==> src/rtl/jimmy_io_pkg.sv <==
// Shared types and constants for the CPU output-port capture path.
// Optional macro JIMMY_OUT_TIMESTAMP_EN adds a 16-bit capture stamp to each entry.
package jimmy_io_pkg;

  localparam int PORT_W   = 2;
  localparam int DATA_W   = 8;
  localparam int TSTAMP_W = 16;

  // The core pulls a strobe low for one cycle per OUTPUT instruction
  localparam logic STROBE_ACTIVE = 1'b0;

  typedef struct packed {
    logic [PORT_W-1:0]   port;
    logic [DATA_W-1:0]   data;
`ifdef JIMMY_OUT_TIMESTAMP_EN
    logic [TSTAMP_W-1:0] tstamp;
`else
    // Without stamps an entry is just {port, data}, 10 bits
`endif
  } out_entry_t;

endpackage

==> src/rtl/jimmy_sync_fifo.sv <==
// Generic circular buffer of out_entry_t with registered count/full/empty.
// Head is read combinationally from storage; it reads as zero while empty.
module jimmy_sync_fifo
  import jimmy_io_pkg::*;
#(
  parameter int DEPTH = 8,
  parameter int CNT_W = $clog2(DEPTH) + 1
) (
  input  logic             clk_i,
  input  logic             reset_i,
  input  logic             push_i,
  input  out_entry_t       entry_i,
  input  logic             pop_i,
  output out_entry_t       head_o,
  output logic [CNT_W-1:0] count_o,
  output logic             full_o,
  output logic             empty_o
);

  localparam int PTR_W = $clog2(DEPTH);

  out_entry_t       mem_q [DEPTH];
  logic [PTR_W-1:0] rdPtr_q, rdPtr_d;
  logic [PTR_W-1:0] wrPtr_q, wrPtr_d;
  logic [CNT_W-1:0] count_q, count_d;
  logic             full_q, full_d;
  logic             empty_q, empty_d;
  logic             popOk;
  logic             pushOk;

  // A push into a full buffer is legal only when the head leaves in the same cycle
  always_comb begin
    popOk   = pop_i && !empty_q;
    pushOk  = push_i && (!full_q || popOk);
    rdPtr_d = popOk  ? rdPtr_q + PTR_W'(1) : rdPtr_q;
    wrPtr_d = pushOk ? wrPtr_q + PTR_W'(1) : wrPtr_q;
    count_d = count_q;
    case ({pushOk, popOk})
      2'b10:   count_d = count_q + CNT_W'(1);
      2'b01:   count_d = count_q - CNT_W'(1);
      default: count_d = count_q;
    endcase
    full_d  = (count_d == CNT_W'(DEPTH));
    empty_d = (count_d == '0);
  end

  // Pointer and occupancy registers
  always_ff @(posedge clk_i) begin
    if (reset_i) begin
      rdPtr_q <= '0;
      wrPtr_q <= '0;
      count_q <= '0;
      full_q  <= 1'b0;
      empty_q <= 1'b1;
    end else begin
      rdPtr_q <= rdPtr_d;
      wrPtr_q <= wrPtr_d;
      count_q <= count_d;
      full_q  <= full_d;
      empty_q <= empty_d;
    end
  end

  // Entry storage; contents need no reset because the head is masked while empty
  always_ff @(posedge clk_i) begin
    if (pushOk && !reset_i) begin
      mem_q[wrPtr_q] <= entry_i;
    end
  end

  assign head_o  = empty_q ? '0 : mem_q[rdPtr_q];
  assign count_o = count_q;
  assign full_o  = full_q;
  assign empty_o = empty_q;

endmodule

==> src/rtl/jimmy_out_capture_fifo.sv <==
// Captures {port, data} on each falling edge of the CPU output strobes into a FIFO
// and drains it over valid/ready, with drop statistics for back-pressure losses.
// Optional macro JIMMY_OUT_TIMESTAMP_EN adds a free-running stamp and m_tstamp.
module jimmy_out_capture_fifo
  import jimmy_io_pkg::*;
#(
  parameter int DEPTH = 8,
  parameter int CNT_W = $clog2(DEPTH) + 1
) (
  input  logic             jimmy_clk,
  input  logic             reset,
  input  logic [7:0]       out_port_0,
  input  logic [7:0]       out_port_1,
  input  logic [7:0]       out_port_2,
  input  logic [7:0]       out_port_3,
  input  logic [3:0]       out_strobe,
  output logic             m_valid,
  input  logic             m_ready,
  output logic [1:0]       m_port,
  output logic [7:0]       m_data,
`ifdef JIMMY_OUT_TIMESTAMP_EN
  output logic [15:0]      m_tstamp,
`endif
  output logic [CNT_W-1:0] count,
  output logic             full,
  output logic             empty,
  output logic             overflow,
  output logic [7:0]       drop_count,
  input  logic             clr_stats
);

  logic [3:0] prevN_q;
  logic [3:0] events;
  logic       anyEvent;
  logic [1:0] selPort;
  logic [7:0] selData;
  logic [2:0] numEvents;
  logic       pop;
  logic       blocked;
  logic [2:0] dropsNow;
  logic [8:0] dropSum;
  logic [7:0] dropCount_q, dropCount_d;
  logic       overflow_q, overflow_d;
  logic       fifoFull;
  logic       fifoEmpty;
  out_entry_t pushEntry;
  out_entry_t headEntry;

  // Falling-edge detect per strobe; a strobe held low only counts once
  always_comb begin
    for (int i = 0; i < 4; i++) begin
      events[i] = (out_strobe[i] == STROBE_ACTIVE) && (prevN_q[i] != STROBE_ACTIVE);
    end
  end

  // Lowest-index event wins the push slot; the others become drops
  always_comb begin
    selPort   = '0;
    numEvents = '0;
    for (int i = 3; i >= 0; i--) begin
      if (events[i]) selPort = 2'(i);
    end
    for (int i = 0; i < 4; i++) begin
      numEvents = numEvents + 3'(events[i]);
    end
    case (selPort)
      2'd0:    selData = out_port_0;
      2'd1:    selData = out_port_1;
      2'd2:    selData = out_port_2;
      default: selData = out_port_3;
    endcase
  end

  assign anyEvent = |events;
  assign m_valid  = !fifoEmpty;
  assign pop      = m_valid && m_ready;
  assign blocked  = anyEvent && fifoFull && !pop;

  // Count losing simultaneous events plus a push refused by a full buffer; clear wins
  always_comb begin
    dropsNow    = anyEvent ? (numEvents - 3'd1) + {2'b00, blocked} : 3'd0;
    dropSum     = {1'b0, dropCount_q} + {6'b0, dropsNow};
    dropCount_d = (dropSum > 9'd255) ? 8'hFF : dropSum[7:0];
    overflow_d  = overflow_q || (dropsNow != 3'd0);
    if (clr_stats) begin
      dropCount_d = '0;
      overflow_d  = 1'b0;
    end
  end

  // Strobe history and drop statistics
  always_ff @(posedge jimmy_clk) begin
    if (reset) begin
      prevN_q     <= 4'b0000;
      dropCount_q <= '0;
      overflow_q  <= 1'b0;
    end else begin
      prevN_q     <= out_strobe;
      dropCount_q <= dropCount_d;
      overflow_q  <= overflow_d;
    end
  end

`ifdef JIMMY_OUT_TIMESTAMP_EN
  logic [TSTAMP_W-1:0] stamp_q;

  // Free-running cycle counter sampled into each captured entry
  always_ff @(posedge jimmy_clk) begin
    if (reset) stamp_q <= '0;
    else       stamp_q <= stamp_q + TSTAMP_W'(1);
  end

  assign pushEntry = '{port: selPort, data: selData, tstamp: stamp_q};
  assign m_tstamp  = headEntry.tstamp;
`else
  assign pushEntry = '{port: selPort, data: selData};
`endif

  jimmy_sync_fifo #(
    .DEPTH (DEPTH),
    .CNT_W (CNT_W)
  ) uFifo (
    .clk_i   (jimmy_clk),
    .reset_i (reset),
    .push_i  (anyEvent),
    .entry_i (pushEntry),
    .pop_i   (pop),
    .head_o  (headEntry),
    .count_o (count),
    .full_o  (fifoFull),
    .empty_o (fifoEmpty)
  );

  assign m_port     = headEntry.port;
  assign m_data     = headEntry.data;
  assign full       = fifoFull;
  assign empty      = fifoEmpty;
  assign overflow   = overflow_q;
  assign drop_count = dropCount_q;

endmodule

==> config.mk <==
export PLATFORM = sky130hd
export DESIGN_NAME = jimmy_out_capture_fifo
export DESIGN_NICKNAME = d
export VERILOG_FILES = /design/src/rtl/jimmy_io_pkg.sv /design/src/rtl/jimmy_sync_fifo.sv /design/src/rtl/jimmy_out_capture_fifo.sv
export SDC_FILE = /design/constraint.sdc
export NUM_CORES = 1
export LEC_CHECK = 0
export ABC_AREA = 1
export BUFFER_PORTS_ARGS = -buffer_cell sky130_fd_sc_hd__buf_2
export CELL_PAD_IN_SITES_DETAIL_PLACEMENT = 0
export CELL_PAD_IN_SITES_GLOBAL_PLACEMENT = 1
export CORE_MARGIN = 2
export CORE_UTILIZATION = 30
export CTS_CLUSTER_DIAMETER = 60
export CTS_CLUSTER_SIZE = 30
export DETAILED_ROUTE_END_ITERATION = 16
export PLACE_DENSITY = 0.68
export SETUP_SLACK_MARGIN = 0.02
export SLEW_MARGIN = 20
export SYNTH_ARGS = -nofsm -noshare
export SYNTH_HDL_FRONTEND = slang
export SYNTH_HIERARCHICAL = 1
export SYNTH_SLANG_ARGS = --single-unit
==> constraint.sdc <==
create_clock -name jimmy_clk -period 3.7 [get_ports jimmy_clk]
set_input_delay 0 -clock jimmy_clk [delete_from_list [all_inputs] [get_ports jimmy_clk]]
set_output_delay 0 -clock jimmy_clk [all_outputs]
set_load 0.02 [all_outputs]
==> impl_metrics.toml, run 1 <==
[clock_network]
insertion_delay_ps = 340
htree_levels = 3
cts.sinks = 108
cts_setup_buffers = 0
clk_pin_slew_worst_paths_ps = 80
cts-buffers-inserted = 9
cts_tree = "yes"
root_buffer = "clkbuf_16"
cts_buffer_depth = 2

[sta]
rsz0062_at_grt = "no"
tightest_slew_ps = 859.7
drv_slew = 0
slew_headroom = 0.4261
fin_tns_setup_ps = 0
fin_skew_ps = 12.72
post-route-period-util = 0.9204
setup_viol = 0
hold_violations = 0
period_minus_slack_ps = 3406
setup_ws_ps = 294.4
fmax_ghz = 0.2936

[floorplan]
initial_utilization = 0.3055
fp.dieArea_um2 = 17820
ios = 66
core-area_um2 = 16470
rows = 47
die_w_um = 133.5
die_h_um = 133.5

[critical_path]
critPathLaunchType = "primary input"
critPathCaptureType = "flip-flop"
worstPathCellList = "dlygate4sd3_1, buf_2, inv_1, nand2_2, nand2_8, clkinv_8, nand2_4, nand3_1, fa_1, inv_1, ha_1, inv_1, fa_1, nor2_2, inv_1, fa_1, inv_1, nand2_1, nand2_2, nand2_1, nor3_1, nor3_1"
critPathBufInv = 8
critPathTopFamily = "adder cells"
crit_type = "primary input to flip-flop"
cp_data_arrival_time_ps = 3640
crit_top_cell = "inv_1"
cpPeakStageDelay_ps = 530
worstPathMaxFanout = 10
worstPathRequired_ps = 3930
crit_slowest_cell = "dlygate4sd3_1"

[synthesis]
synth_cells = 501
synth.area.top_cells = "edfxtp_1, dfxtp_1, nor2_1, nand3_1, inv_1"
yosysTopAreaCell = "edfxtp_1"
ys_types = 34
ys_ff_latch = 108
synth_warnings = 6
syn-num-nets = 554
synth_seq_area_share = 0.5891
avgSynthCellArea_um2 = 10.04
syn_area_um2 = 5030
yosys.area.top_type_share = 0.4776

[placed_design]
placed_cell_area_um2 = 5623
routabilityCongestion = 0.7440
dpl.hpwl_um = 7802
pre_cts_slack_ps = 230.1
portBuffers = 65

[global_route]
grt_pass1_wl_um = 18460
gr-total-overflow = 0
antenna_found_initial = 0
grt_max_degree = 31
grt_pass1_vias = 3590
track_usage = 0.1319

[detailed_routing]
vias_per_cell = 4.599
ant_nets = 0
dr_wl_met3_um = 444
firstDrtPassIters = 6
top_layer_used = "met4"
drc = 0
wl_met1_um = 5244
vias = 3693
wl_per_cell_um = 14.19
wirelength_um = 11390
drt_iter0_markers = 192
wl_met2_um = 5570

[layout]
fill_cells = 1698
final_common_cell = "nor2_1"
layout_common_cells = "nor2_1, edfxtp_1, buf_2, inv_1, nand2_1"
fin_util = 0.3654
antenna_cells = 0
nets = 631
final_area_um2 = 6017
drive_above_1_share = 0.2264
area_delta_synth_final_pct = 19.63

[pwr]
seq_power_share = 0.441
peakVddDrop_mv = 0.2698
clkPwrFrac = 0.312
p_total_mw = 3.343
power.leakage_nw = 2.457
p_int_mw = 2.280
power_frac_comb = 0.247
swShare = 0.3178
p_sw_mw = 1.062
p_per_area_nw_per_um2 = 555.5

[hold_path]
worstHoldPathType = "primary input to flip-flop"

[run_status]
status = "completed"

[job]
maxCapViolations = 0
[power by group through the flow]
stage / logic (mW) / clock network [mW] / registers (mW)
2_1_floorplan: 0.579 / 0 / 1.50
3_3_place_gp: 0.816 / 0 / 1.50
3_5_place_dp: 0.826 / 0 / 1.50
4_1_cts: 0.834 / 1.07 / 1.47
5_1_grt: 0.934 / 1.12 / 1.49
6_report: 0.824 / 1.04 / 1.47
[kinds of logic after synthesis]
group / count (synthesis) / synth area share
buffers and inverters: 77 / 0.06592
AO/OA/AOI/OAI: 89 / 0.09702
flip-flops: 108 / 0.5891
XOR/XNOR: 5 / 0.008708
AND/OR/NAND/NOR: 199 / 0.1826
multiplexers: 10 / 0.01990
adder cells (fa/ha/maj): 13 / 0.03682
[flip-flops by register name, summed over array words and instances (netlist names), named ones only]
signal / cells
drop_count: 8
overflow: 1
prevN_q: 4
uFifo/count_o: 4
uFifo/empty_o: 1
uFifo/full_o: 1
uFifo/mem_q: 80
uFifo/rdPtr_q: 3
uFifo/wrPtr_q: 3
[cell type report]
cell class / instances / area [um2] / share of cell area
sequential: 108 / 2964 / 0.4926
multi-input combinational: 316 / 1749 / 0.2907
timing repair buffer: 80 / 450.4 / 0.07486
tap: 220 / 275.3 / 0.04575
inverter: 63 / 249.0 / 0.04138
clock buffer: 9 / 225.2 / 0.03743
clock inverter: 7 / 103.9 / 0.01726
[routing by layer]
layer | global-route usage | up-vias
li1 | - | 1850
met1 | 0.1728 | 1760
met2 | 0.2268 | 71
met3 | 0.02626 | 12
met4 | 0.02896 | 0
met5 | 0 | -
[synthesized netlist by cell type (all sizes together)]
library cell	number
edfxtp	80
o22ai	10
nor2	98
a31oi	1
clkinv	1
xnor2	3
nor3	7
o21ai	58
dfxtp	28
nand2	52
inv	62
a21oi	19
nand3	39
nand4	1
clkbuf	2
ha	10
buf	12
xor2	2
nand2b	1
a21o	1
fa	3
nor3b	1
mux2i	10
[metrics by stage]
stage	hold slack [ps]	cells
6_report	9.228	803
5_1_grt	24.96	803
4_1_cts	15.40	803
3_5_place_dp	254.9	782
3_3_place_gp	253.4	782
2_1_floorplan	71.81	501
[path summary, 6_finish.rpt]
kind	startpoint	end	slack (ps)	cells after the start
worst max-delay path	out_strobe[1]	drop_count[6]$_SDFF_PP0_	290	22
worst min register to register	uFifo/rdPtr_q[2]$_SDFFE_PP0P_	uFifo/rdPtr_q[2]$_SDFFE_PP0P_	480	2
worst max register to register	prevN_q[0]$_SDFF_PP0_	drop_count[6]$_SDFF_PP0_	350	19
worst min-delay path	reset	prevN_q[1]$_SDFF_PP0_	9	2
[repair_timing]
item,CTS,global route
hold endpoints to repair,7,0
setup endpoints to repair,0,8
gates resized for setup,0,4
hold buffers,5,0
No activity file was read; power rests on OpenSTA's default activity.
==> run 2: changes to the inputs <==
--- a/config.mk
+++ b/config.mk
@@ -7,14 +7,12 @@
 export LEC_CHECK = 0
 export ABC_AREA = 1
 export BUFFER_PORTS_ARGS = -buffer_cell sky130_fd_sc_hd__buf_2
-export CELL_PAD_IN_SITES_DETAIL_PLACEMENT = 0
-export CELL_PAD_IN_SITES_GLOBAL_PLACEMENT = 1
 export CORE_MARGIN = 2
 export CORE_UTILIZATION = 30
 export CTS_CLUSTER_DIAMETER = 60
 export CTS_CLUSTER_SIZE = 30
 export DETAILED_ROUTE_END_ITERATION = 16
-export PLACE_DENSITY = 0.68
+export PLACE_DENSITY = 0.58
 export SETUP_SLACK_MARGIN = 0.02
 export SLEW_MARGIN = 20
 export SYNTH_ARGS = -nofsm -noshare
==> run 2 against run 1 <==
Cell count unchanged; non-clock buffer count stayed put; via count grew 2.2%; critical path depth increased by 1; sequential share of layout area is 0.15 points higher; clock-buffer cell count increased by 1; routed wire length grew 2.4%; largest power group unchanged.
==> impl_metrics.toml, run 2 (synthesized netlist as in run 1, its figures left out) <==
[floorplan]
fp.dieArea_um2 = 17820
die_w_um = 133.5
rows = 47
ios = 66
die_h_um = 133.5
core-area_um2 = 16470
initial_utilization = 0.3055

[global_route]
met2_usage = 0.2257
met3_usage = 0.03006
track_usage = 0.1330
grt_pass1_vias = 3695
grt_util_met1 = 0.1623
gr-total-overflow = 0
grt_max_degree = 31
antenna_found_initial = 0
grt-busiest-layer = "met2"
grt_pass1_wl_um = 18390

[detailed_routing]
drc = 0
firstDrtPassIters = 4
ant_nets = 0
vias_per_cell = 4.700
wl_per_cell_um = 14.52
vias = 3774
drt_iter0_markers = 210
wirelength_um = 11660

[critical_path]
cp_data_arrival_time_ps = 3710
crit_type = "primary input to flip-flop"
rrSetupSlack_ps = 340
critPathCaptureType = "flip-flop"
worstPathMaxFanout = 10
worstPathRequired_ps = 4000
critPathLaunchType = "primary input"

[sta]
holdWs_ps = 141.9
setup_viol = 0
fin_tns_setup_ps = 0
hold_violations = 0
period_minus_slack_ps = 3410
tightest_slew_ps = 1010
fmax_ghz = 0.2932
post-route-period-util = 0.9217
slew_headroom = 0.3231
fin_skew_ps = 6.321
drv_slew = 0
rsz0062_at_grt = "no"

[clock_network]
cts.sinks = 108
cts_buffer_depth = 2
htree_levels = 3
cts_tree = "yes"
clk_pin_slew_worst_paths_ps = 70
cts-buffers-inserted = 9
root_buffer = "clkbuf_16"
insertion_delay_ps = 350

[pwr]
p_int_mw = 2.149
clkPwrFrac = 0.285
p_sw_mw = 1.074
power.leakage_nw = 2.435
peakVddDrop_mv = 0.2709
swShare = 0.3332
p_per_area_nw_per_um2 = 537.3
power_frac_comb = 0.256
seq_power_share = 0.459

[layout]
layout_common_cells = "nor2_1, edfxtp_1, buf_2, inv_1, nand2_1"
final_common_cell = "nor2_1"
area_delta_synth_final_pct = 19.25
regMostFlops = "uFifo/mem_q"
fill_cells = 1669
largest_reg_flops = 80
final_area_um2 = 5998
antenna_cells = 0
nets = 631
drive_above_1_share = 0.2298

[job]
maxCapViolations = 0

[run_status]
status = "completed"

[placed_design]
routabilityCongestion = 0.7699
placed_cell_area_um2 = 5628
dpl.hpwl_um = 8157
portBuffers = 65

[hold_path]
worstHoldPathType = "primary input to flip-flop"
run 2: cell count changes in the layout (fill, tap and decap cells not counted), moves of 2 or more:
cell	change
nor3_1	-4
nor3_2	+4
buf_4	-2
bufinv_16	-2
dlygate4sd3_1	+2
run 2: layout make-up:
| class | count | area (um2) | share of cell area |
|---|---|---|---|
| clock inverters | 6 | 56.30 | 0.009387 |
| flip-flops and latches | 108 | 2964 | 0.4942 |
| repair buffers | 80 | 455.4 | 0.07593 |
| well taps | 220 | 275.3 | 0.04589 |
| multi-input cells | 316 | 1769 | 0.2950 |
| inverters | 63 | 249.0 | 0.04151 |
| clock buffers | 10 | 229.0 | 0.03817 |
run 2: metal layers:
layer | wire length, um | vias up
met5 | 0 | -
met4 | 229 | 0
met3 | 670 | 15
met2 | 5773 | 109
met1 | 4987 | 1806
li1 | - | 1844
run 2: per-stage QoR:
step	utilization	worst slack, ps	instances	power (mW)
2_1_floorplan	-	435.2	501	2.077
3_3_place_gp	0.3418	269.6	780	2.313
3_5_place_dp	0.3418	206.8	780	2.335
4_1_cts	0.3634	183.8	803	3.269
5_1_grt	0.3643	45.24	803	3.415
6_report	0.3643	289.8	803	3.223
run 2: path summary, 6_finish.rpt:
| check | from | end | cells after the start |
|---|---|---|---|
| worst min-delay path | out_port_0[5] | uFifo/mem_q[6][5]$_DFFE_PP_ | 3 |
| worst min register to register | uFifo/rdPtr_q[2]$_SDFFE_PP0P_ | uFifo/rdPtr_q[2]$_SDFFE_PP0P_ | 2 |
| worst max register to register | prevN_q[0]$_SDFF_PP0_ | drop_count[5]$_SDFF_PP0_ | 20 |
| worst max-delay path | out_strobe[0] | drop_count[5]$_SDFF_PP0_ | 23 |
run 2: power groups by stage:
stage / Combinational (mW) / Clock (mW) / Sequential [mW]
floorplan: 0.579 / 0 / 1.50
global placement: 0.811 / 0 / 1.50
detailed placement: 0.827 / 0 / 1.51
CTS: 0.836 / 0.953 / 1.48
global route: 0.931 / 0.991 / 1.49
finish: 0.826 / 0.917 / 1.48
run 2: critical path: stages:
cell and delay, ps:
dlygate4sd3_1 530, buf_2 150, inv_2 80, nand2_4 80, nand2_8 110, clkinv_8 80, nand2_4 90, nand3_1 90
fa_1 510, inv_1 40, ha_1 180, inv_1 70, fa_1 450, nor2_2 150, inv_1 60, fa_1 420
inv_1 70, nand2_1 50, nand2_2 110, nand4_4 140, nand3_1 130, nand2_1 50, inv_1 50
run 2: repair_timing:
| action | in CTS | in global routing |
|---|---|---|
| endpoints found under the setup margin | 0 | 8 |
| setup buffers | 0 | 0 |
| hold endpoints to repair | 8 | 0 |
| gates resized for setup | 0 | 4 |
| hold buffers | 7 | 0 |
